==> config.mk <==
export PLATFORM = sky130hd
export DESIGN_NAME = imem_boot_ctrl
export DESIGN_NICKNAME = d
export VERILOG_FILES = /design/src/rtl/imem_boot_ctrl.sv
export SDC_FILE = /design/constraint.sdc
export NUM_CORES = 1
export LEC_CHECK = 0
export ABC_CLOCK_PERIOD_IN_PS = 2100
export BUFFER_PORTS_ARGS = -buffer_cell sky130_fd_sc_hd__buf_4
export CELL_PAD_IN_SITES_DETAIL_PLACEMENT = 0
export CELL_PAD_IN_SITES_GLOBAL_PLACEMENT = 1
export CORE_ASPECT_RATIO = 1.5
export CORE_MARGIN = 3
export CORE_UTILIZATION = 34
export CTS_CLUSTER_SIZE = 8
export DETAILED_ROUTE_END_ITERATION = 8
export PLACE_DENSITY = 0.82
export SLEW_MARGIN = 10
export SYNTH_ARGS = -nofsm -noshare
export SYNTH_HDL_FRONTEND = slang
export SYNTH_SLANG_ARGS = --single-unit
==> constraint.sdc <==
create_clock -name clk -period 2.1 [get_ports clk]
set_input_delay 0.105 -clock clk [delete_from_list [all_inputs] [get_ports clk]]
set_output_delay 0.105 -clock clk [all_outputs]
set_load 0.02 [all_outputs]
==> src/rtl/imem_boot_ctrl.sv <==
// imem_boot_ctrl: streams a program image into instruction memory, then releases the core at RESET_PC
// Ports: clk/rst_n clock and async active-low reset; boot_req (re)load request pulse;
//   ld_valid/ld_data/ld_last/ld_ready loader stream; imem_we/imem_waddr/imem_wdata memory write port;
//   cpu_hold/pc_load/pc_load_val core control; boot_done/load_count/err_overflow status.
module imem_boot_ctrl #(
    parameter int          AW       = 8,
    parameter logic [31:0] RESET_PC = 32'h0000_0000
) (
    input  logic          clk,
    input  logic          rst_n,
    input  logic          boot_req,
    input  logic          ld_valid,
    input  logic [31:0]   ld_data,
    input  logic          ld_last,
    output logic          ld_ready,
    output logic          imem_we,
    output logic [AW-1:0] imem_waddr,
    output logic [31:0]   imem_wdata,
    output logic          cpu_hold,
    output logic          pc_load,
    output logic [31:0]   pc_load_val,
    output logic          boot_done,
    output logic [AW:0]   load_count,
    output logic          err_overflow
);
    typedef enum logic [1:0] {IDLE, LOAD, RELEASE, RUN} state_t;
    state_t state, state_nx;
    logic xfer, start;
    assign pc_load_val = RESET_PC;
    assign xfer  = (state == LOAD) && ld_valid;
    assign start = boot_req && (state == IDLE || state == RUN);
    always_ff @(posedge clk or negedge rst_n) begin
        if (!rst_n) state <= IDLE;
        else        state <= state_nx;
    end
    always_comb begin
        state_nx = state;
        ld_ready = 1'b0;
        cpu_hold = 1'b1;
        pc_load  = 1'b0;
        boot_done = 1'b0;
        case (state)
            IDLE:    state_nx = boot_req ? LOAD : IDLE;
            LOAD: begin
                ld_ready = 1'b1;
                state_nx = (ld_valid && ld_last) ? RELEASE : LOAD;
            end
            RELEASE: begin
                pc_load  = 1'b1;
                state_nx = RUN;
            end
            default: begin
                cpu_hold  = 1'b0;
                boot_done = 1'b1;
                state_nx  = boot_req ? LOAD : RUN;
            end
        endcase
    end
    // Writes are registered, so each accepted word reaches memory one cycle later;
    // load_count[AW] set means the memory is full and further words are dropped.
    always_ff @(posedge clk or negedge rst_n) begin
        if (!rst_n) begin
            imem_we      <= 1'b0;
            imem_waddr   <= '0;
            imem_wdata   <= '0;
            load_count   <= '0;
            err_overflow <= 1'b0;
        end else begin
            imem_we <= 1'b0;
            if (start) begin
                load_count   <= '0;
                err_overflow <= 1'b0;
            end else if (xfer) begin
                if (!load_count[AW]) begin
                    imem_we    <= 1'b1;
                    imem_waddr <= load_count[AW-1:0];
                    imem_wdata <= ld_data;
                    load_count <= load_count + 1'b1;
                end else begin
                    err_overflow <= 1'b1;
                end
            end
        end
    end
endmodule
==> report_table.html <==
<table>
<tr><th>Metric</th><th>Value</th></tr>
<tr><th colspan="2">Routing</th></tr>
<tr><td>Wire length per cell</td><td>~14 um</td></tr>
<tr><td>Initial detailed-routing violation count</td><td>57</td></tr>
<tr><td>Total DRC errors in the routed layout</td><td>0</td></tr>
<tr><td>First-pass iteration count of the detailed router</td><td>2</td></tr>
<tr><td>Total wire length after detailed routing</td><td>5.02 mm</td></tr>
<tr><td>Via density per instance</td><td>roughly 4.6</td></tr>
<tr><td>Overall via count from detail_route</td><td>about 1,600</td></tr>
<tr><td>Count of nets left with antenna violations after detail routing</td><td>0</td></tr>
<tr><th colspan="2">Timing</th></tr>
<tr><td>Count of endpoints failing hold in the final timing report</td><td>0</td></tr>
<tr><td>Max-slew headroom</td><td>between 50 and 60%</td></tr>
<tr><td>Setup slack of the critical path after layout</td><td>about 0.38 ns</td></tr>
<tr><td>Maximum clock frequency</td><td>roughly 0.58 GHz</td></tr>
<tr><td>Slew of the pin with the lowest slew margin</td><td>about 0.66 ns</td></tr>
<tr><td>Final setup vio count</td><td>0</td></tr>
<tr><td>Final Critical Period</td><td>between 1.5 and 2 ns</td></tr>
<tr><td>Worst Skew</td><td>between 0.009 and 0.01 ns</td></tr>
<tr><td>Final period util</td><td>~82%</td></tr>
<tr><td>Setup repair after global routing missed its margin</td><td>no</td></tr>
<tr><td>Sum Neg Setup Slack</td><td>0 ns</td></tr>
<tr><td>Final max-slew violation count</td><td>0</td></tr>
<tr><th colspan="2">Die</th></tr>
<tr><td>Starting density of the core</td><td>between 30% and 40%</td></tr>
<tr><td>Area of the die</td><td>between 8000 and 9000 um2</td></tr>
<tr><td>Die Span Y</td><td>around 110 um</td></tr>
<tr><td>Width of the chip</td><td>74.5 um</td></tr>
<tr><td>Core Region</td><td>approximately 6700 um2</td></tr>
<tr><td>Count of standard-cell rows</td><td>36</td></tr>
<tr><td>I/O pin count</td><td>approximately 120</td></tr>
<tr><th colspan="2">Clock network</th></tr>
<tr><td>Skew-Pair Late Insertion Delay</td><td>0.30 ns</td></tr>
<tr><td>Clock root buffer</td><td>clkbuf_8</td></tr>
<tr><td>TritonCTS clock tree</td><td>yes</td></tr>
<tr><td>Longest Clk Path Bufs</td><td>2</td></tr>
<tr><td>Number of buffers created by CTS</td><td>5</td></tr>
<tr><td>Clock-pin slew reported for the worst setup and hold paths after clock tree synthesis</td><td>about 0.09 ns</td></tr>
<tr><td>Clk sinks</td><td>53</td></tr>
<tr><td>Number of H-tree branching levels</td><td>2</td></tr>
<tr><th colspan="2">Finish</th></tr>
<tr><td>Number of cells in the finished layout apart from fillers</td><td>358</td></tr>
<tr><td>Commonest cells after routing, fill and taps aside</td><td>buf_4 (95), dfrtp_1 (53), mux2_2 (39), conb_1 (32)</td></tr>
<tr><td># nets final</td><td>about 320</td></tr>
<tr><td>Most common cell after layout, fill and taps aside</td><td>buf_4</td></tr>
<tr><td>Number of inserted diodes</td><td>0</td></tr>
<tr><td>Area overhead of the layout relative to synthesis</td><td>32.0%</td></tr>
<tr><td>Fraction of final layout cells with drive strength greater than 1</td><td>between 50 and 60%</td></tr>
<tr><th colspan="2">Min path</th></tr>
<tr><td>Start point of the worst min-delay path</td><td>boot_req</td></tr>
<tr><td>Hold/Removal Path Class</td><td>in -&gt; reg</td></tr>
<tr><th colspan="2">Synth</th></tr>
<tr><td>Number of storage elements in the synthesis netlist</td><td>53</td></tr>
<tr><td>Most common flop cell mapped by yosys</td><td>dfrtp_1</td></tr>
<tr><td>Synth warnings</td><td>0</td></tr>
<tr><td>Sequential fraction of the synthesis area</td><td>a little under three fifths</td></tr>
<tr><td>Count of mapped cells out of synthesis</td><td>between 150 and 200</td></tr>
<tr><td>Synth area leader</td><td>dfrtp_1</td></tr>
<tr><td>Leading cell types by total area after synthesis</td><td>dfrtp_1 (55%), mux2_2 (18%), buf_4 (10%), ha_1 (2.6%), a21oi_1 (1.3%)</td></tr>
<tr><td>Number of flops mapped to enable cells by yosys</td><td>0</td></tr>
<tr><td>Average instance area after synthesis</td><td>about 13 um2</td></tr>
<tr><td>Cell area after synthesis</td><td>~2400 um2</td></tr>
<tr><td>Async set-or-reset flop fraction in the synthesized netlist</td><td>100%</td></tr>
<tr><td>Top cell type's share of synthesized area</td><td>a little under three fifths</td></tr>
<tr><td>Number of distinct library cell variants in the gate-level netlist after synthesis</td><td>30</td></tr>
<tr><th colspan="2">Placed design</th></tr>
<tr><td>Worst slack after detailed placement</td><td>between 0.3 and 0.4 ns</td></tr>
<tr><td>Total placed cells including tap cells</td><td>around 350</td></tr>
<tr><td>Total of buffers placed on input and output ports</td><td>between 90 and 100</td></tr>
<tr><td>Final Wtd Congestion</td><td>around 0.72</td></tr>
<tr><td>DPL Wire Length</td><td>between 3 and 4 mm</td></tr>
<tr><th colspan="2">Worst setup path</th></tr>
<tr><td>Worst EP required</td><td>~2.3 ns</td></tr>
<tr><td>Startpoint Class</td><td>flop</td></tr>
<tr><td>Crit path capture type</td><td>flop</td></tr>
<tr><td>FF-to-FF Start</td><td>state[1]</td></tr>
<tr><td>Critical Path Start</td><td>state[1]</td></tr>
<tr><td>Max FO, Critical Path</td><td>19</td></tr>
<tr><td>Cell with the largest stage delay on the worst path</td><td>dfrtp_1</td></tr>
<tr><td>Worst Path Arrival</td><td>~1.9 ns</td></tr>
<tr><td>Critical path's largest stage delay</td><td>roughly 0.38 ns</td></tr>
<tr><td>Ordered list of cells on the worst path</td><td>inv_1 -&gt; ha_1 -&gt; nor2b_1 -&gt; nor2_4 -&gt; buf_4 -&gt; mux2_2</td></tr>
<tr><td>Critical path class</td><td>reg -&gt; reg</td></tr>
<tr><th colspan="2">Global route</th></tr>
<tr><td>GRT Overall Usage</td><td>about 12%</td></tr>
<tr><td>Wire length of the first global-routing pass</td><td>7.77 mm</td></tr>
<tr><td>Total overflow reported by the global router</td><td>0</td></tr>
<tr><td>Number of antenna violations at the first check in global routing</td><td>0</td></tr>
<tr><td>Via count of the first global-routing pass</td><td>1,616</td></tr>
<tr><td>Maximum number of pins on one net before global-route repair</td><td>54</td></tr>
<tr><th colspan="2">Power</th></tr>
<tr><td>Power density of the placed cells</td><td>around 1400 nW/um2</td></tr>
<tr><td>VDD IR max</td><td>around 490 uV</td></tr>
<tr><td>Leakage power</td><td>between 1.5 and 2 nW</td></tr>
<tr><th colspan="2">Job</th></tr>
<tr><td>Maximum capacitance violations</td><td>0</td></tr>
<tr><th colspan="2">Status</th></tr>
<tr><td>Result of the run</td><td>completed</td></tr>
</table>
## where the power goes
| group | total [mW] | switching [mW] | internal, mW |
|---|---|---|---|
| Sequential | 1.63 | 0.219 | 1.41 |
| Combinational | 2.17 | 1.13 | 1.05 |
| Clock | 0.550 | 0.313 | 0.236 |
| Total | 4.35 | 1.66 | 2.69 |
## registers in the layout, indices dropped and copies added, names as in the netlist
name          count
err_overflow      1
imem_waddr        8
imem_wdata       32
imem_we           1
load_count        9
state             2
## Yosys cell counts, types with 2 or more instances
| library cell | n |
|---|---|
| or4_1 | 4 |
| nand3_1 | 3 |
| a21oi_1 | 6 |
| o31ai_1 | 4 |
| ha_1 | 5 |
| mux2_2 | 39 |
| buf_4 | 32 |
| dfrtp_1 | 53 |
| nand2_1 | 6 |
| inv_1 | 4 |
| xor2_1 | 2 |
| nor2_1 | 4 |
| buf_2 | 5 |
## per-stage QoR
stage	hold slack (ns)	utilization (%)	total power, mW	instance area (um2)
6_report	0.0207	47.4	4.35	3160
3_3_place_gp	0.180	46.0	3.81	3070
4_1_cts	0.00467	47.4	4.43	3160
2_1_floorplan	-0.191	-	2.96	2510
5_1_grt	0.0120	47.4	4.63	3160
3_5_place_dp	0.188	46.0	3.86	3070
## cell families after synthesis
logic type | count (synthesis) | share of synthesized area [%]
other | 1 | 0.157
DFF | 53 | 55.4
buffers and inverters | 42 | 12.2
adders and majority gates | 5 | 2.61
xor gates and xnor gates | 2 | 0.731
and+or+nand+nor | 25 | 5.80
muxes | 41 | 19.2
AOI/OAI and AO/OA | 15 | 3.97
## layout make-up
cell class	instances	area [um2]
fill	632	3500
sequential	53	1330
multi-input combinational	120	900
timing repair buffer	97	743
tap	76	95.1
clock buffer	7	76.3
inverter	4	15.0
clock inverter	1	7.51
## worst max-delay path, delay by kind of cell, from the launching register on
kind                     cells  cell delay, ns
buffers and inverters        2            0.35
AND/OR/NAND/NOR              2            0.21
flip-flops                   1            0.38
multiplexers                 1            0.38
adder cells (fa/ha/maj)      1            0.28
## routing by layer
metal / vias to the layer above / GRT usage (%) / share of wire, %
met3: 6 / 3.41 / 8.9
met4: 0 / 4.45 / 1.5
met5: - / 0 / 0
met2: 80 / 22.0 / 54
li1: 761 / - / -
met1: 791 / 13.9 / 35
## final timing paths
path | cells past startpoint | end | slack (ns)
max | 6 | imem_wdata[22] | 0.38
min | 2 | state[1] | 0.02
max reg2reg | 6 | imem_wdata[22] | 0.38
min reg2reg | 1 | imem_wdata[11] | 0.50
max in group asynchronous | 2 | imem_wdata[23] | 1.27
min in group asynchronous | 2 | imem_wdata[1] | 0.38
## what timing repair did
| item | 4_1_cts | 5_1_grt |
|---|---|---|
| hold endpoints to repair | 53 | 0 |
| setup buffers | 0 | 0 |
| endpoints found under the setup margin | 0 | 0 |
| gates resized for setup | 0 | 0 |
| hold buffers | 1 | 0 |
(Power assumes the default switching activity.)
